[src/rtl/bpsk_frame_pkg.sv]
// Shared frame constants and state encoding for the BPSK transmit scheduler.
package bpsk_frame_pkg;

  localparam logic [31:0] PREAMBLE = 32'hD555_5555;
  localparam logic [7:0]  SYNC     = 8'hC3;
  localparam int          GAP_DEF  = 64;

  typedef enum logic [5:0] {
    S_IDLE = 6'b000001,
    S_PRE  = 6'b000010,
    S_HDR  = 6'b000100,
    S_PAY  = 6'b001000,
    S_CSUM = 6'b010000,
    S_GAP  = 6'b100000
  } state_t;

  function automatic logic [31:0] hdr_word(input logic g, input logic [7:0] len);
    return {SYNC, 7'b0, g, 8'h00, len};
  endfunction

endpackage

[src/rtl/bpsk_rr_arb.sv]
// Two-way round-robin arbiter; the pointer names the favoured source and flips on advance.
module bpsk_rr_arb (
  input  logic       CLK,
  input  logic       RST,
  input  logic [1:0] req,
  input  logic       advance,
  output logic [1:0] pick
);

  logic r_ptr;

  always_ff @(posedge CLK or negedge RST) begin
    if (!RST)         r_ptr <= 1'b0;
    else if (advance) r_ptr <= ~r_ptr;
  end

  always_comb begin
    pick = 2'b00;
    if (r_ptr == 1'b0) begin
      if (req[0])      pick = 2'b01;
      else if (req[1]) pick = 2'b10;
    end else begin
      if (req[1])      pick = 2'b10;
      else if (req[0]) pick = 2'b01;
    end
  end

endmodule

[src/rtl/bpsk_tx_sched.sv]
// Arbitrates two frame sources and streams preamble/header/payload/checksum words to the slicer.
module bpsk_tx_sched
  import bpsk_frame_pkg::*;
#(
  parameter int GAP = GAP_DEF
) (
  input  logic        CLK,
  input  logic        RST,
  input  logic [1:0]  req_i,
  input  logic [7:0]  len0_i,
  input  logic [7:0]  len1_i,
  output logic [1:0]  pop_o,
  input  logic [31:0] data0_i,
  input  logic [31:0] data1_i,
  output logic [1:0]  grant_o,
  output logic        busy_o,
  output logic        s_valid,
  output logic [31:0] s_data,
  input  logic        s_ack
);

  state_t      r_state, w_state_nxt;
  logic        w_ack, w_grant_ev, w_advance, w_pop_req, w_load;
  logic [1:0]  w_pick;
  logic [31:0] w_word;

  logic        r_g;
  logic [7:0]  r_len, r_cnt;
  logic [1:0]  r_ph;
  logic [15:0] r_gap;
  logic [31:0] r_csum;
  logic        r_s_valid;
  logic [31:0] r_s_data;
  logic [1:0]  r_pop, r_grant;

  assign w_ack      = s_ack & r_s_valid;
  assign w_grant_ev = (r_state == S_IDLE) & (|req_i);
  assign w_advance  = w_ack & (r_state == S_CSUM);
  assign w_load     = (r_ph == 2'd2);

  bpsk_rr_arb u_arb (
    .CLK     (CLK),
    .RST     (RST),
    .req     (req_i),
    .advance (w_advance),
    .pick    (w_pick)
  );

  always_ff @(posedge CLK or negedge RST) begin
    if (!RST) r_state <= S_IDLE;
    else      r_state <= w_state_nxt;
  end

  always_comb begin
    w_state_nxt = r_state;
    case (r_state)
      S_IDLE: if (|req_i) w_state_nxt = S_PRE;
      S_PRE:  if (w_ack)  w_state_nxt = S_HDR;
      S_HDR:  if (w_ack)  w_state_nxt = (r_len == 8'd0) ? S_CSUM : S_PAY;
      S_PAY:  if (w_ack && (r_cnt == r_len)) w_state_nxt = S_CSUM;
      S_CSUM: if (w_ack)  w_state_nxt = S_GAP;
      S_GAP:  if (r_gap == 16'(GAP - 1)) w_state_nxt = S_IDLE;
      default: w_state_nxt = S_IDLE;
    endcase
  end

  // Word for the state just entered; loaded two cycles after the previous ack.
  always_comb begin
    busy_o    = (r_state != S_IDLE);
    w_pop_req = w_ack & (((r_state == S_HDR) & (r_len != 8'd0)) |
                         ((r_state == S_PAY) & (r_cnt != r_len)));
    case (r_state)
      S_HDR:   w_word = hdr_word(r_g, r_len);
      S_PAY:   w_word = r_g ? data1_i : data0_i;
      S_CSUM:  w_word = r_csum;
      default: w_word = PREAMBLE;
    endcase
  end

  always_ff @(posedge CLK or negedge RST) begin
    if (!RST) begin
      r_g       <= 1'b0;
      r_len     <= '0;
      r_cnt     <= '0;
      r_ph      <= '0;
      r_gap     <= '0;
      r_csum    <= '0;
      r_s_valid <= 1'b0;
      r_s_data  <= '0;
      r_pop     <= '0;
      r_grant   <= '0;
    end else if (w_grant_ev) begin
      r_g       <= w_pick[1];
      r_len     <= w_pick[1] ? len1_i : len0_i;
      r_grant   <= w_pick;
      r_cnt     <= '0;
      r_csum    <= '0;
      r_ph      <= '0;
      r_s_valid <= 1'b1;
      r_s_data  <= PREAMBLE;
    end else if (w_ack) begin
      r_s_valid <= 1'b0;
      r_pop     <= w_pop_req ? (r_g ? 2'b10 : 2'b01) : 2'b00;
      if (r_state == S_CSUM) begin
        r_grant <= '0;
        r_gap   <= '0;
        r_ph    <= '0;
      end else begin
        r_ph    <= 2'd1;
      end
    end else if (r_ph == 2'd1) begin
      r_pop <= '0;
      r_ph  <= 2'd2;
    end else if (w_load) begin
      r_ph      <= '0;
      r_s_valid <= 1'b1;
      r_s_data  <= w_word;
      if ((r_state == S_HDR) || (r_state == S_PAY)) r_csum <= r_csum ^ w_word;
      if (r_state == S_PAY) r_cnt <= r_cnt + 8'd1;
    end else if (r_state == S_GAP) begin
      r_gap <= r_gap + 16'd1;
    end
  end

  assign pop_o   = r_pop;
  assign grant_o = r_grant;
  assign s_valid = r_s_valid;
  assign s_data  = r_s_data;

endmodule
[config.mk]
export PLATFORM = sky130hd
export DESIGN_NAME = bpsk_tx_sched
export DESIGN_NICKNAME = d
export VERILOG_FILES = /design/src/rtl/bpsk_frame_pkg.sv /design/src/rtl/bpsk_rr_arb.sv /design/src/rtl/bpsk_tx_sched.sv
export SDC_FILE = /design/constraint.sdc
export NUM_CORES = 1
export LEC_CHECK = 0
export CORE_MARGIN = 2
export CORE_UTILIZATION = 45
export DETAILED_ROUTE_END_ITERATION = 8
export GPL_TIMING_DRIVEN = 0
export PLACE_DENSITY_LB_ADDON = 0.3
export SLEW_MARGIN = 5
export SYNTH_ARGS = -nofsm -noshare
export SYNTH_HDL_FRONTEND = slang
export SYNTH_HIERARCHICAL = 1
export SYNTH_SLANG_ARGS = --single-unit
[constraint.sdc]
create_clock -name CLK -period 3 [get_ports CLK]
set_input_delay 0.75 -clock CLK [delete_from_list [all_inputs] [get_ports CLK]]
set_output_delay 0.75 -clock CLK [all_outputs]
set_load 0.1 [all_outputs]
==> impl_metrics.json, run 1 <==
{
  "status": "finished, final reports clean",
  "ys_seq_area_share_pct": 46.2,
  "die_x_microns": 120,
  "net-switching-power_mw": 2.46,
  "crit_arrival_ns": 3.07,
  "hp-class": "in2async",
  "async_flop_share_pct": 100,
  "grt_first_pass_wirelength_microns": 28400,
  "synth_most_common_cell": "dfrtp_1",
  "initial_core_util_pct": 45.8,
  "ir_worst_vdd_v": 0.000419,
  "antenna_found_initial": 0,
  "grt_pass1_vias": 5668,
  "power_frac_seq_pct": 34.1,
  "antenna_cells": 0,
  "ios": 123,
  "dp_hpwl_microns": 12800,
  "final_util_pct": 59.3,
  "worst_pin_slew_ns": 0.999,
  "drc": 0,
  "synth-edff-count": 0,
  "clk_latency_ns": 0.37,
  "wl_per_cell_microns": 18.6,
  "endpoint_kind": "flop",
  "timing.fmax_mhz": 350,
  "synth_top_cells_by_count": "dfrtp_1, nand2_1, o21ai_0",
  "switching_share_pct": 45.0,
  "max-slew-margin-rel_pct": 33.2,
  "finalHoldViolations": 0,
  "vias": 5692,
  "ys.flop_type": "dfrtp_1",
  "cts-root-buf": "clkbuf_16",
  "startpoint_type": "primary input",
  "path_class": "in2reg",
  "post-route-period-util_pct": 95.3,
  "yosys_warnings": 6,
  "cts_post_setup_buffers_inserted": 0,
  "clk_path_buf_depth": 2,
  "powerDensity_nw_per_um2": 703,
  "htree_levels": 3,
  "syn_nets": 724,
  "netlist_area_sq_um": 6010,
  "final_nets": 858,
  "tns_ns": 0,
  "core.rowCount": 42,
  "port_buffers": 122,
  "cts_made_buffers": 9,
  "vias_per_cell": 5.99,
  "ys_ff_latch": 111,
  "dieArea_sq_um": 14300,
  "area_growth_pct": 29.5,
  "place.gp.congestion": 0.849,
  "fin_hold_ws_ns": 0.236,
  "ys_types": 63,
  "p_comb_share_pct": 44.4,
  "required_ns": 3.22,
  "crit_fanout": 10,
  "ys_top_cells_by_area": "dfrtp_1, mux2i_1, o21ai_0",
  "grt_usage_pct": 25.3,
  "netlist.area_leader.share_pct": 45.8,
  "drt_pass1_iterations": 6,
  "p_int_mw": 3.01,
  "ant_nets": 0,
  "yosysTopAreaCell": "dfrtp_1",
  "drt_iter0_markers": 452,
  "drt_wl_total_microns": 17700,
  "die_h_microns": 120,
  "avgSynthCellArea_sq_um": 9.47,
  "cts_tree": "built",
  "clkSlewWorstSetupHoldPaths_ns": 0.08,
  "cellLeakagePower_nw": 3.11,
  "core_sq_um": 13100,
  "clkPwrFrac_pct": 21.5,
  "r2r_slack_ns": 0.48,
  "fin_ws_ns": 0.142,
  "period_needed_ns": 2.86,
  "rsz0062_at_grt": "false",
  "synthCells": 635,
  "drive_gt1_share_pct": 9.04,
  "pre_cts_ws_ns": -0.451,
  "slew_viol_final": 0,
  "grt_max_degree": 87,
  "cts_sinks": 111,
  "max_cap_viol_count": 0,
  "total_power_mw": 5.47,
  "gr-total-overflow": 0,
  "finClkSkew_ns": 0.0109,
  "setup-violations-final": 0
}
repair_timing:
item	in CTS	in global routing
resized for setup	2	4
pin swaps	0	0
hold endpoints to repair	0	0
hold buffers	0	0
setup endpoints to repair	6	16
final timing paths:
check	startpoint	end	cells past startpoint
max in group asynchronous	RST	r_state[0]	2
hold reg to reg	r_csum[27]	r_csum[27]	1
min in group CLK	r_csum[27]	r_csum[27]	1
hold / removal	RST	r_ph[1]	1
setup / recovery	req_i[1]	r_state[1]	5
setup reg to reg	r_ph[0]	s_data[20]	7
layout make-up:
type                       instances  area, sq um
multi-input combinational        471         3010
buffer                            46          218
sequential                       111         2780
fill                            1164         5350
inverter                           7         26.3
clock buffer                      10          229
tap                              176          220
clock inverter                     6         52.6
timing repair buffer             123         1250
metal layers:
metal,track usage [%],wire length [microns],up-vias
li1,-,-,2602
met4,9.93,535,0
met3,6.51,1230,38
met1,32.0,7390,2812
met5,0,0,-
met2,41.5,8570,240
cell usage in the layout, fill, tap and decap left out, drive strengths merged, types with 5 or more instances in the layout:
| master | n |
|---|---|
| a211oi | 8 |
| mux2 | 16 |
| nor2b | 6 |
| nand2b | 5 |
| nor2 | 37 |
| or3 | 7 |
| nand4 | 9 |
| clkbuf | 36 |
| a222oi | 5 |
| nand2 | 67 |
| o21ai | 70 |
| nand3 | 13 |
| nor3 | 25 |
| dfrtp | 110 |
| xnor2 | 17 |
| inv | 10 |
| nor3b | 9 |
| a31o | 9 |
| xor2 | 11 |
| buf | 22 |
| nor4 | 11 |
| o32ai | 10 |
| clkdlybuf4s50 | 120 |
| mux2i | 26 |
| and3 | 6 |
| a31oi | 12 |
| a21oi | 47 |
power by group through the flow:
stage	sequential, mW	clock [mW]	combinational (mW)
after global routing	1.89	1.24	2.60
after global placement	1.88	0	2.36
after CTS	1.86	1.18	2.41
after floorplan	2.29	0	1.22
final	1.87	1.18	2.43
after detailed placement	1.88	0	2.40
worst max-delay path, cell delays in order:
cell and delay (ns):
clkdlybuf4s50_1 0.47, o211ai_1 0.69, clkbuf_1 0.51, clkbuf_1 0.48, o21ai_0 0.17
stage by stage:
stage	cell area [sq um]	cells
6_report	7780	950
5_1_grt	7780	950
4_1_cts	7770	950
3_5_place_dp	7480	934
3_3_place_gp	7450	933
2_1_floorplan	6010	635
cells by family after synthesis:
kind of cell	share of synthesized area, %
AO/OA/AOI/OAI	19.1
adder cells (fa/ha/maj)	0.832
flip-flops	46.2
AND/OR/NAND/NOR	18.5
XOR/XNOR	4.08
multiplexers	7.32
buffers and inverters	4.04
flip-flops by register name, indices dropped and copies added, names as in the netlist:
register	flops
grant_o	2
s_data	32
r_g	1
s_valid	1
r_state	6
r_cnt	8
r_ph	2
pop_o	2
u_arb/r_ptr	1
r_csum	32
r_len	8
r_gap	16
Note: power is estimated with default switching activity, not from simulation.
==> run 2: changes to the inputs <==
SLEW_MARGIN = 20   (was 5)
==> impl_metrics.json, run 2 (same netlist as run 1, synthesis figures left out) <==
{
  "cts_tree": "built",
  "cellLeakagePower_nw": 3.11,
  "clk_path_buf_depth": 2,
  "cts_made_buffers": 9,
  "drt_iter0_markers": 614,
  "ir_worst_vdd_v": 0.000409,
  "wl_per_cell_microns": 18.6,
  "area_growth_pct": 29.4,
  "crit_fanout": 10,
  "place.gp.congestion": 0.849,
  "finClkSkew_ns": 0.00956,
  "gr-total-overflow": 0,
  "status": "finished, final reports clean",
  "finalHoldViolations": 0,
  "hp-class": "in2async",
  "setup-violations-final": 0,
  "final_util_pct": 59.2,
  "numPlacedInstances": 934,
  "fin_ws_ns": 0.128,
  "final_nets": 857,
  "die_x_microns": 120,
  "fill_cells": 1154,
  "post-route-period-util_pct": 95.7,
  "port_buffers": 122,
  "fin_hold_ws_ns": 0.363,
  "r2r_end": "r_len[6]",
  "crit_arrival_ns": 3.09,
  "cts_sinks": 111,
  "total_power_mw": 5.50,
  "drt_pass1_iterations": 5,
  "period_needed_ns": 2.87,
  "cp-startpoint": "req_i[1]",
  "powerDensity_nw_per_um2": 707,
  "slew_viol_final": 0,
  "fin_area_sq_um": 7780,
  "ant_nets": 0,
  "dpl_cell_area_sq_um": 7480,
  "dp_hpwl_microns": 12800,
  "dieArea_sq_um": 14300,
  "r2r_slack_ns": 0.35,
  "grt_usage_pct": 25.0,
  "rsz0062_at_grt": "false",
  "clk_latency_ns": 0.37,
  "cts-root-buf": "clkbuf_16",
  "pre_cts_ws_ns": -0.429,
  "crit_end": "r_state[1]",
  "core_sq_um": 13100,
  "antenna_found_initial": 0,
  "instances_no_fill": 949,
  "final_cell_mix": "clkdlybuf4s50_1, dfrtp_1, nand2_1",
  "max_cap_viol_count": 0,
  "clkSlewWorstSetupHoldPaths_ns": 0.08,
  "grt_max_degree": 62,
  "timing.fmax_mhz": 348,
  "grt_first_pass_wirelength_microns": 28000,
  "max-slew-margin-rel_pct": 34.0,
  "ios": 123,
  "startpoint_type": "primary input",
  "core.rowCount": 42,
  "drive_gt1_share_pct": 9.18,
  "r2r-start": "r_state[3]",
  "worst_pin_slew_ns": 0.988,
  "die_h_microns": 120,
  "drc": 0,
  "vias": 5669,
  "htree_levels": 3,
  "initial_core_util_pct": 45.8,
  "tns_ns": 0,
  "grt_pass1_vias": 5460,
  "reg2regPathDepth": 7,
  "required_ns": 3.21,
  "antenna_cells": 0,
  "vias_per_cell": 5.97,
  "path_class": "in2reg",
  "drt_wl_total_microns": 17700,
  "endpoint_kind": "flop",
  "layout_commonest_cell": "clkdlybuf4s50_1"
}
run 2: cell types whose count changed in the layout (fill, tap and decap cells not counted):
cell / change
clkbuf_1: -2
a21oi_4: -1
clkinvlp_4: -1
clkbuf_2: +1
a21oi_2: +1
nor4_1: +1
inv_8: -1
dlygate4sd2_1: -1
clkinv_4: -1
clkinv_8: +1
nor4_2: -1
inv_6: +2
clkbuf_8: +1
run 2: how the worst min path moves through the flow:
stage                      end  slack [ns]  depth (start not counted)
CTS                   r_gap[9]        0.38                          1
global route          r_gap[9]        0.40                          1
detailed placement   r_csum[6]        0.47                          1
floorplan           grant_o[0]        0.45                          0
finish                r_gap[9]        0.36                          1
global placement    r_csum[27]        0.46                          1
run 2: cell type report:
cell class / instances / area [sq um] / share of cell area, %
Buffer: 45 / 214 / 2.75
Timing Repair Buffer: 123 / 1240 / 16.0
Tap cell: 176 / 220 / 2.83
Multi-Input combinational cell: 471 / 3000 / 38.5
Sequential cell: 111 / 2780 / 35.7
Inverter: 7 / 26.3 / 0.338
Clock buffer: 10 / 239 / 3.07
Clock inverter: 6 / 58.8 / 0.756
run 2: repair_timing:
| action | in CTS | in global routing |
|---|---|---|
| gates resized for setup | 2 | 4 |
| hold buffers | 0 | 0 |
| setup buffers | 0 | 0 |
| endpoints found under the setup margin | 5 | 18 |
run 2: layer usage:
| layer | track usage (%) | part of all wire (%) | vias up |
|---|---|---|---|
| li1 | - | - | 2597 |
| met1 | 33.3 | 42 | 2784 |
| met2 | 41.3 | 49 | 260 |
| met3 | 5.47 | 7.5 | 28 |
| met4 | 6.76 | 1.7 | 0 |
| met5 | 0 | 0 | - |
run 2: worst max-delay path: stages:
cell and delay [ns]:
clkdlybuf4s50_1 0.47, o211ai_1 0.65, clkbuf_1 0.55, clkbuf_1 0.49
o21ai_0 0.18
run 2: report_power, final:
part           switching (mW)  leakage, nW  total, mW  internal [mW]
Clock                   0.615        0.149       1.22          0.608
Combinational            1.67         1.53       2.42          0.749
Sequential              0.188         1.43       1.86           1.67
Total                    2.47         3.11       5.50           3.03
==> run 3: changes to the inputs <==
ABC_CLOCK_PERIOD_IN_PS = 3000   (was unset)
==> results of run 3 <==
Same layout as run 2: the final DEF is identical, and so are final timing and power.
